--- config.mk ---
export PLATFORM = sky130hd
export DESIGN_NAME = rom_loader
export DESIGN_NICKNAME = d
export VERILOG_FILES = /design/src/rtl/loader_pkg.sv /design/src/rtl/rom_loader.sv
export SDC_FILE = /design/constraint.sdc
export NUM_CORES = 1
export LEC_CHECK = 0
export BUFFER_PORTS_ARGS = -buffer_cell sky130_fd_sc_hd__buf_2
export CORE_MARGIN = 3
export CORE_UTILIZATION = 45
export CTS_BUF_LIST = sky130_fd_sc_hd__clkbuf_4
export DETAILED_ROUTE_END_ITERATION = 10
export PLACE_DENSITY_LB_ADDON = 0.3
export SLEW_MARGIN = 20
export SYNTH_ARGS = -nofsm -noshare
export SYNTH_HDL_FRONTEND = slang
export SYNTH_SLANG_ARGS = --single-unit
--- constraint.sdc ---
create_clock -name clock -period 4.1 [get_ports clock]
set_input_delay 0.41 -clock clock [delete_from_list [all_inputs] [get_ports clock]]
set_output_delay 0.41 -clock clock [all_outputs]
set_load 0.1 [all_outputs]
--- src/rtl/loader_pkg.sv ---
// Shared definitions for the program-ROM loader: memory geometry, default sync byte
// and the loader state encoding.
package loader_pkg;

   localparam int ROM_AW = 12;
   localparam int ROM_DW = 8;

   localparam logic [ROM_DW-1:0] DEFAULT_SYNC = 8'hA5;

   typedef enum logic [2:0] {
      IDLE,
      LEN_HI,
      LEN_LO,
      DATA,
      CSUM,
      DONE,
      ERR
   } loader_state_t;

endpackage

--- src/rtl/rom_loader.sv ---
// Program-ROM loader: writes a SYNC/length framed byte stream into ROM from address 0
// and holds the CPU in reset until a complete image is in place.
// Define LOADER_CSUM_EN to add the trailing modulo-256 checksum byte and the ERR outcome.
module rom_loader
   import loader_pkg::*;
#(
   parameter logic [ROM_DW-1:0] SYNC = DEFAULT_SYNC
) (
   input  logic              clock,
   input  logic              reset,
   input  logic              byte_valid,
   input  logic [ROM_DW-1:0] byte_data,
   output logic              byte_ready,
   input  logic              load_req,
   output logic              wr_en,
   output logic [ROM_AW-1:0] wr_addr,
   output logic [ROM_DW-1:0] wr_data,
   output logic              cpu_hold,
   output logic              done,
   output logic              error
);

   loader_state_t     state_q, state_d;
   logic [ROM_AW-1:0] len_q, len_d;
   logic [ROM_AW-1:0] cnt_q, cnt_d;
   logic              wr_en_q, wr_en_d;
   logic [ROM_AW-1:0] wr_addr_q, wr_addr_d;
   logic [ROM_DW-1:0] wr_data_q, wr_data_d;
   logic              accept;

`ifdef LOADER_CSUM_EN
   logic [ROM_DW-1:0] acc_q, acc_d;
   logic [ROM_DW-1:0] acc_sum;

   assign acc_sum = acc_q + byte_data;
`endif

   // Ready depends on state alone so the source never sees a valid->ready loop.
   assign byte_ready = (state_q == IDLE)   || (state_q == LEN_HI) ||
                       (state_q == LEN_LO) || (state_q == DATA)   ||
                       (state_q == CSUM);
   assign accept     = byte_valid && byte_ready;

   always_comb begin
      state_d   = state_q;
      len_d     = len_q;
      cnt_d     = cnt_q;
      wr_en_d   = 1'b0;
      wr_addr_d = wr_addr_q;
      wr_data_d = wr_data_q;
`ifdef LOADER_CSUM_EN
      acc_d     = acc_q;
`endif

      unique case (state_q)
         IDLE: begin
            if (accept && (byte_data == SYNC)) begin
               state_d = LEN_HI;
            end
         end

         LEN_HI: begin
            if (accept) begin
               len_d[ROM_AW-1:8] = byte_data[3:0];
               cnt_d             = '0;
`ifdef LOADER_CSUM_EN
               acc_d             = '0;
`endif
               state_d           = LEN_LO;
            end
         end

         LEN_LO: begin
            if (accept) begin
               len_d[7:0] = byte_data;
               state_d    = DATA;
            end
         end

         // len holds the last address, so the frame carries len+1 bytes.
         DATA: begin
            if (accept) begin
               wr_en_d   = 1'b1;
               wr_addr_d = cnt_q;
               wr_data_d = byte_data;
               cnt_d     = cnt_q + 12'd1;
`ifdef LOADER_CSUM_EN
               acc_d     = acc_sum;
               if (cnt_q == len_q) begin
                  state_d = CSUM;
               end
`else
               if (cnt_q == len_q) begin
                  state_d = DONE;
               end
`endif
            end
         end

`ifdef LOADER_CSUM_EN
         CSUM: begin
            if (accept) begin
               state_d = (acc_sum == 8'h00) ? DONE : ERR;
            end
         end
`endif

         DONE, ERR: begin
            if (load_req) begin
               state_d = IDLE;
            end
         end

         default: begin
            state_d = IDLE;
         end
      endcase
   end

   always_ff @(posedge clock or negedge reset) begin
      if (!reset) begin
         state_q   <= IDLE;
         len_q     <= '0;
         cnt_q     <= '0;
         wr_en_q   <= 1'b0;
         wr_addr_q <= '0;
         wr_data_q <= '0;
`ifdef LOADER_CSUM_EN
         acc_q     <= '0;
`endif
      end else begin
         state_q   <= state_d;
         len_q     <= len_d;
         cnt_q     <= cnt_d;
         wr_en_q   <= wr_en_d;
         wr_addr_q <= wr_addr_d;
         wr_data_q <= wr_data_d;
`ifdef LOADER_CSUM_EN
         acc_q     <= acc_d;
`endif
      end
   end

   assign wr_en    = wr_en_q;
   assign wr_addr  = wr_addr_q;
   assign wr_data  = wr_data_q;
   assign done     = (state_q == DONE);
   assign cpu_hold = (state_q != DONE);
`ifdef LOADER_CSUM_EN
   assign error    = (state_q == ERR);
`else
   assign error    = 1'b0;
`endif

endmodule

==> results.cfg <==
[critical_path]
cp_cell_sequence = nand3b_4 -> inv_1 -> nand2_1 -> inv_1 -> mux2_2
arrival_ns = 2.54
path_class = flip-flop to flip-flop
cp.required_ns = 4.35
start_kind = flip-flop
worstPathMaxFanout = 22
critPathMaxStageDelay_ns = 0.67
cp_slowest_cell = inv_1
end_kind = flip-flop
crit_top_cell = inv_1

[timing]
finalHoldViolations = 0
fmax_ghz = 0.436
slew_headroom_pct = 42.9
setup_tns_ns = 0
fin_worst_skew_ns = 0.0127
timing.final.crit_share_pct = 56.0
rsz0062_at_grt = false
setup_viol = 0
slew_violations = 0
fin_ws_ns = 1.80
worstMarginPinSlew_ns = 0.856
finalCriticalPeriod_ns = 2.30

[cts]
cts_max_level = 2
clock_latency_ns = 0.36
cts_tree = done
hold_buffers = 0
path_clk_slew_ns = 0.15
clockBufferDepth = 2
post_cts_buffers = 0
clock_sinks = 48
cts-root-buf = clkbuf_4
cts_buffers = 5
cts_resized = 0

[grt]
grt_pass1_vias = 1430
grt_overflow = 0
grt_pass1_wl_mm = 7.31
grtUsageTotal_pct = 15.6
antenna_found_initial = 0
grt_max_degree = 49

[floorplanning]
die-area_um2 = 5820
core_um2 = 4560
start_util_pct = 48.7
chipHeight_um = 76.3
ioPinCount = 37
die_w_um = 76.3
rows = 24

[synthesis]
yosys.area_share.xor_xnor_pct = 6.30
syn_nets = 196
syn_area_per_cell_um2 = 12.2
synth-seq-cells = 48
synthMuxAreaShare_pct = 15.7
synthCells = 183
synth_fa_ha_area_share_pct = 0.562
synth-simple-area-share_pct = 12.3
yosysSeqAreaShare_pct = 54.0
synth_compound_area_share_pct = 7.37
synth_cell_type_count = 36
synthesis.area_um2 = 2220
synth_top_family_by_area = multiplexers
yosysWarnings = 0

[job]
max_cap_violations = 0

[layout]
diodes = 0
utilization_pct = 54.9
nets = 230
area_growth_pct = 12.7
nFillCells = 409
drive_above_1_share_pct = 34.9

[place]
place_worst_setup_slack_ns = 1.80
portBuffers = 35
gp_congestion = 0.866
hpwl_mm = 3.06

[power_and_ir_drop]
power_leakage_nw = 1.11
cellPowerDensity_nw_per_um2 = 677
vdd_ir_drop_max_uv = 350

[detailed_routing]
routed_wl_mm = 4.27
antenna_left = 0
vias = 1480
detail_route.iter0.violations = 90
first_pass_iters = 4
drc = 0
via_per_inst = 5.23
post_drt_wl_per_cell_um = 15.1

[run_status]
status = finished clean

[hold_path]
hold_path_class = input pin to async pin
-- logic make-up (layout without fill, tap and decap cells) --
kind of cell | after synthesis | count (layout)
AO/OA/AOI/OAI | 28 | 28
XOR/XNOR | 16 | 16
adder cells (fa/ha/maj) | 1 | 1
buffers and inverters | 14 | 49
flip-flops | 48 | 48
multiplexers | 31 | 31
other | 1 | 1
AND/OR/NAND/NOR | 44 | 44
-- flip-flops by register name, summed over array words and instances (netlist names) --
register	cells
state_q	3
cnt_q	12
wr_data	8
len_q	12
wr_addr	12
wr_en	1
-- layer usage --
metal	track usage, %	up-vias	routed length, µm
li1	-	720	-
met1	23.0	729	2120
met2	23.4	29	2000
met3	3.78	2	133
met4	3.80	0	21
met5	0	-	0
-- through the flow --
step	total power (W)	hold WS (ns)	cells	cell area, µm²
after floorplan	0.00130	0.114	183	2220
after global placement	0.00142	0.487	275	2420
after detailed placement	0.00144	0.492	275	2420
after CTS	0.00172	0.249	283	2500
after global routing	0.00179	0.0446	283	2510
final	0.00170	0.0287	283	2510
-- cell usage after synthesis --
master     count  area share, %
nand4_1        4            1.1
nor4_1         2           0.56
o2bb2ai_1      1           0.39
and3_1         1           0.28
nor2_1         5           0.84
dfrtp_1       48             54
nor4b_4        1            1.1
nand3_1        6            1.3
mux2_2        31             16
nand3b_4       1           0.90
a21o_1         2           0.67
nand2b_1       1           0.28
nor3_1         1           0.22
or3_1          2           0.56
o22a_1         1           0.39
conb_1         1           0.17
nor2b_1        1           0.28
buf_4          2           0.67
buf_2          4           0.90
buf_6          2            1.0
nor2_2         1           0.28
nand4b_1       1           0.39
and4b_1        1           0.45
ha_1           1           0.56
o22ai_1        1           0.28
nand2_1       11            1.9
o21ai_0       13            2.9
o32ai_1        1           0.39
inv_1          6            1.0
or4_1          2           0.67
nor4bb_1       2           0.90
a21oi_1        7            1.6
a211o_1        1           0.39
xnor2_1       16            6.3
and2_1         1           0.28
o31ai_1        1           0.34
-- critical path, delay by kind of cell, from the launching register on --
family / cells / cell delay, ns
multiplexers: 1 / 0.42
flip-flops: 1 / 0.66
AND/OR/NAND/NOR: 2 / 0.32
buffers and inverters: 2 / 0.78
-- path summary, 6_finish.rpt --
path                              from     endpoint  slack (ns)  depth (start not counted)
min in group clock            load_req   state_q[2]        0.28                          2
hold / removal                   reset     cnt_q[5]        0.03                          1
max in group asynchronous        reset     len_q[7]        3.66                          1
setup reg to reg            state_q[0]   wr_data[5]        1.80                          5
hold reg to reg            wr_addr[11]  wr_addr[11]        0.52                          1
setup / recovery            state_q[0]   wr_data[5]        1.80                          5
-- area by class of cell --
cell class	instances	area, µm²	share of cell area, %
clock buffers	5	37.5	1.50
clock inverters	3	42.5	1.70
repair buffers	35	178	7.09
well taps	65	81.3	3.25
inverters	6	22.5	0.899
multi-input cells	121	943	37.6
flip-flops and latches	48	1200	47.9
-- report_power, final --
part	internal, W	leakage, nW	switching (W)	total, W
Combinational	0.000211	0.481	0.000488	0.000699
Sequential	0.000603	0.590	0.000117	0.000720
Clock	0.000128	0.0428	0.000150	0.000278
-- placed cells by master (no fill, tap or decap), types with 2 or more instances in the layout --
| master | synthesis | final |
|---|---|---|
| dfrtp_1 | 48 | 48 |
| buf_2 | 4 | 34 |
| mux2_2 | 31 | 31 |
| xnor2_1 | 16 | 16 |
| o21ai_0 | 13 | 13 |
| nand2_1 | 11 | 11 |
| a21oi_1 | 7 | 7 |
| inv_1 | 6 | 6 |
| nand3_1 | 6 | 6 |
| nor2_1 | 5 | 5 |
| clkbuf_4 | 0 | 5 |
| nand4_1 | 4 | 4 |
| nor4bb_1 | 2 | 2 |
| or4_1 | 2 | 2 |
| or3_1 | 2 | 2 |
| nor4_1 | 2 | 2 |
| a21o_1 | 2 | 2 |
Note: power is estimated with default switching activity, not from simulation.
